### config.mk
export PLATFORM = sky130hd
export DESIGN_NAME = bus_addr_dec_fsm
export DESIGN_NICKNAME = d
export VERILOG_FILES = /design/src/rtl/bus_addr_dec_fsm_pkg.sv /design/src/rtl/bus_addr_dec_fsm_onehot.sv /design/src/rtl/bus_addr_dec_fsm.sv
export SDC_FILE = /design/constraint.sdc
export NUM_CORES = 1
export LEC_CHECK = 0
export BUFFER_PORTS_ARGS = -buffer_cell sky130_fd_sc_hd__buf_2
export CORE_MARGIN = 1
export CORE_UTILIZATION = 34
export DETAILED_ROUTE_END_ITERATION = 12
export GPL_ROUTABILITY_DRIVEN = 0
export HOLD_SLACK_MARGIN = 0.12
export MAX_ROUTING_LAYER = met4
export PLACE_DENSITY_LB_ADDON = 0.12
export SLEW_MARGIN = 20
export SYNTH_ARGS = -nofsm -noshare
export SYNTH_HDL_FRONTEND = slang
export SYNTH_SLANG_ARGS = --single-unit
### constraint.sdc
create_clock -name clk -period 1.3 [get_ports clk]
set_input_delay 0.26 -clock clk [delete_from_list [all_inputs] [get_ports clk]]
set_output_delay 0.26 -clock clk [all_outputs]
set_load 0.005 [all_outputs]
### src/rtl/bus_addr_dec_fsm_pkg.sv
// Shared types and defaults for the registered bus slave-select decoder.
package bus_addr_dec_fsm_pkg;

  typedef enum logic [1:0] {
    S_IDLE   = 2'd0,
    S_ACCESS = 2'd1,
    S_ERR    = 2'd2
  } state_t;

  localparam int DEF_ADDR_W      = 32;
  localparam int DEF_SEL_BITS    = 3;
  localparam int DEF_NUM_SLAVES  = 8;
  localparam int DEF_TIMEOUT_CYC = 255;

endpackage

### src/rtl/bus_addr_dec_fsm_onehot.sv
// Combinational slave index to one-hot select with range check; zero latency, no flow control.
module bus_addr_dec_fsm_onehot
  import bus_addr_dec_fsm_pkg::*;
#(
  parameter int SEL_BITS   = DEF_SEL_BITS,
  parameter int NUM_SLAVES = DEF_NUM_SLAVES
) (
  input  logic [SEL_BITS-1:0]   idx,
  output logic [NUM_SLAVES-1:0] onehot,
  output logic                  valid
);

  always_comb begin
    onehot = '0;
    for (int i = 0; i < NUM_SLAVES; i++) begin
      onehot[i] = (int'(idx) == i);
    end
    // Constant-true when every index is mapped, so the error path folds away.
    valid = (int'(idx) < NUM_SLAVES);
  end

endmodule

### src/rtl/bus_addr_dec_fsm.sv
// Registered slave-select decoder: cs rises one edge after req, held until the selected slave is ready.
// Requests while busy are dropped, not queued; optional ACCESS timeout under BUS_DEC_TIMEOUT_EN.
module bus_addr_dec_fsm
  import bus_addr_dec_fsm_pkg::*;
#(
  parameter int ADDR_W      = DEF_ADDR_W,
  parameter int SEL_BITS    = DEF_SEL_BITS,
  parameter int NUM_SLAVES  = DEF_NUM_SLAVES,
  parameter int TIMEOUT_CYC = DEF_TIMEOUT_CYC
) (
  input  logic                  clk,
  input  logic                  reset,
  input  logic                  req,
  input  logic [ADDR_W-1:0]     addr,
  input  logic [NUM_SLAVES-1:0] s_rdy,
  output logic [NUM_SLAVES-1:0] cs,
  output logic [SEL_BITS-1:0]   sel_idx,
  output logic                  busy,
  output logic                  done,
  output logic                  err
);

  state_t                  state;
  logic [SEL_BITS-1:0]     idx;
  logic [NUM_SLAVES-1:0]   idx_onehot;
  logic                    idx_valid;
  logic                    rdy_hit;
  logic                    unused_bits;

  assign idx = addr[ADDR_W-1 -: SEL_BITS];

  bus_addr_dec_fsm_onehot #(
    .SEL_BITS   (SEL_BITS),
    .NUM_SLAVES (NUM_SLAVES)
  ) u_onehot (
    .idx    (idx),
    .onehot (idx_onehot),
    .valid  (idx_valid)
  );

  // cs is one-hot on sel_idx during ACCESS, so masking s_rdy with it picks s_rdy[sel_idx].
  assign rdy_hit     = |(s_rdy & cs);
  assign busy        = (state != S_IDLE);
  assign unused_bits = (^addr[ADDR_W-SEL_BITS-1:0]) ^ (TIMEOUT_CYC == 0);

`ifdef BUS_DEC_TIMEOUT_EN
  localparam int CNT_W = $clog2(TIMEOUT_CYC + 1);
  logic [CNT_W-1:0] tmo_cnt;
`endif

  always_ff @(posedge clk) begin
    if (!reset) begin
      state   <= S_IDLE;
      cs      <= '0;
      sel_idx <= '0;
      done    <= 1'b0;
      err     <= 1'b0;
`ifdef BUS_DEC_TIMEOUT_EN
      tmo_cnt <= '0;
`endif
    end else begin
      done <= 1'b0;
      err  <= 1'b0;
      case (state)
        S_IDLE: begin
          if (req) begin
            sel_idx <= idx;
            if (idx_valid) begin
              cs    <= idx_onehot;
              state <= S_ACCESS;
`ifdef BUS_DEC_TIMEOUT_EN
              tmo_cnt <= '0;
`endif
            end else begin
              state <= S_ERR;
            end
          end
        end
        S_ACCESS: begin
          // Ready takes priority over a timeout landing on the same edge.
          if (rdy_hit) begin
            cs    <= '0;
            done  <= 1'b1;
            state <= S_IDLE;
          end
`ifdef BUS_DEC_TIMEOUT_EN
          else if (tmo_cnt == CNT_W'(TIMEOUT_CYC - 1)) begin
            cs    <= '0;
            done  <= 1'b1;
            err   <= 1'b1;
            state <= S_IDLE;
          end else begin
            tmo_cnt <= tmo_cnt + CNT_W'(1);
          end
`endif
        end
        S_ERR: begin
          done  <= 1'b1;
          err   <= 1'b1;
          state <= S_IDLE;
        end
        default: begin
          cs    <= '0;
          state <= S_IDLE;
        end
      endcase
    end
  end

endmodule

==> out/results.ini <==
[status]
outcome = complete, no violations

[sta]
max_freq_mhz = 815
fin_crit_sh_pct = 94.4
skew_ns = 0.00319
hold_violations = 0
hold_ws_ns = 0.241
slew_violations = 0
fin_crit_ns = 1.23
rsz0062_at_grt = yes
setup_viol = 0

[critical_path]
critPathKind = flip-flop to flip-flop
worstPathMaxFanout = 7
required_ns = 1.51
worstPathCellList = a22oi_2 -> nand2_2 -> o31ai_4 -> a22o_1
crit_slowest_cell = o31ai_4
arrival_ns = 1.44
max_stage_delay_ns = 0.36
worstSetupStartpointType = flip-flop
endpoint_kind = flip-flop

[logic_synthesis]
async_flop_share_pct = 0
mappedNetlistArea_um2 = 562
ys_seq_area_share_pct = 46.3
yosysWarningCount = 0
synth_top_flop_cell = dfxtp_1
netlist_instances = 60
syn_area_per_cell_um2 = 9.36
synth_cell_type_count = 24
ys_seq_elements = 13
synth_nets = 103
synth_edf_count = 0

[routing]
post_drt_wl_per_cell_um = 11.5
wirelength_mm = 1.27
drc = 0
postRouteAntennaNets = 0
dr.pass1.iters = 4
viasPerCell = 5.17
drtIter0Drc = 27
vias = 574

[grt]
antenna_found_initial = 0
grt_pass1_wl_mm = 2.24
first_global_vias = 508
grt_max_degree = 8
grt_overflow_total = 0
grt_use_total_pct = 16.9

[finish]
antenna_cells_inserted = 0
drive_gt1_share_pct = 46.3
fillers = 149
final_util_pct = 52.1
final_common_cell = buf_2
final_nets = 139
layout_common_cells = buf_2, nand2_1, dfxtp_1
final_cells = 111
area_delta_synth_final_pct = 41.4

[power_and_ir_drop]
power_switching_uw = 216
power_density_mw_per_mm2 = 1040
p_comb_share_pct = 17.5
total_power_uw = 823
swShare_pct = 26.2
power_leakage_uw = 0.000390
internal_power_uw = 607
pwr-share-seq_pct = 52.5
irDropWorstVdd_mv = 0.531
p_clk_share_pct = 30.0

[clocking]
postCtsSetupRepairBufs = 0
cts_buffers = 3
path_clk_slew_ns = 0.08
clkSinkCount = 13
cts-root-buf = clkbuf_4
cts_tree = done
h-tree-depth = 1
clock_path_buffers = 2
cts_hold_buf = 0
clock_latency_ns = 0.27

[die]
die_y_um = 42.7
die_w_um = 42.7
io_pins = 57
num_rows = 14
core_mm2 = 0.00152
fp.dieArea_mm2 = 0.00182
initial_utilization_pct = 36.9

[placed_design]
io_buffer_count = 26
dp_hpwl_um = 999
dpl.cell_count = 107

[flow_run]
max_cap_violations = 0

[min_path]
min_path_type = input pin to flip-flop

stage by stage:
stage               instance area (um2)  setup slack (ns)  TNS (ns)
floorplan                           562             0.124         0
global placement                    756           -0.0688    -0.325
detailed placement                  756           -0.0705    -0.269
CTS                                 782            0.0318         0
global route                        795           -0.0193   -0.0193
finish                              795            0.0724         0
state kept, by name, indices dropped and copies added, names as in the netlist:
register	cells
done	1
state	1
sel_idx	3
cs	8
layer usage:
metal,vias up,wire length (um),global-route usage [%]
li1,286,-,-
met2,23,592,23.9
met4,0,14,7.50
met1,263,572,22.2
met5,-,0,-
met3,2,94,5.11
path summary, 6_finish.rpt:
check	endpoint	from	slack [ns]	cells after the start
hold / removal	cs[4]$_SDFFE_PN0P_	addr[29]	0.24	2
hold reg to reg	sel_idx[1]$_SDFFE_PN0P_	sel_idx[1]$_SDFFE_PN0P_	0.46	2
setup / recovery	cs[3]$_SDFFE_PN0P_	cs[4]$_SDFFE_PN0P_	0.07	4
setup reg to reg	cs[3]$_SDFFE_PN0P_	cs[4]$_SDFFE_PN0P_	0.07	4
Yosys cell counts (2+ instances only):
cell       instances  share of area (%)
a22o_1             2                3.1
a32o_1             3                5.3
nor2b_1            2                2.2
dfxtp_1           13                 46
o2bb2ai_1          2                3.1
a22oi_1            3                4.0
nand2_1           11                7.3
nor2_1             6                4.0
a21boi_0           3                4.0
critical path, delay by kind of cell (launching register included):
| kind | cells | cell delay [ns] |
|---|---|---|
| AOI/OAI and AO/OA | 3 | 0.74 |
| DFF | 1 | 0.34 |
| and+or+nand+nor | 1 | 0.10 |
power by group through the flow:
stage               Sequential, uW  Combinational (uW)  Clock, uW
finish                         432                 144        247
global route                   435                 162        283
CTS                            430                 144        262
detailed placement             440                 142          0
global placement               439                 142          0
floorplan                      441                70.5          0
timing repair:
action	in CTS	in global routing
pin swaps	1	3
endpoints found under the setup margin	2	7
resized for setup	0	4
gates cloned	0	0
logic make-up after synthesis:
group / share of synthesized area, %
AOI/OAI and AO/OA: 28.7
muxes: 1.78
buffers and inverters: 3.56
DFF: 46.3
and+or+nand+nor: 18.9
other: 0.668
area by class of cell:
type | count | area, um2 | area share (%)
Sequential cell | 13 | 263 | 33.1
Timing Repair Buffer | 34 | 190 | 23.9
Clock buffer | 4 | 26.3 | 3.31
Inverter | 1 | 3.75 | 0.472
Multi-Input combinational cell | 43 | 292 | 36.7
Tap cell | 16 | 20.0 | 2.52
No activity file was read; power rests on OpenSTA's default activity.
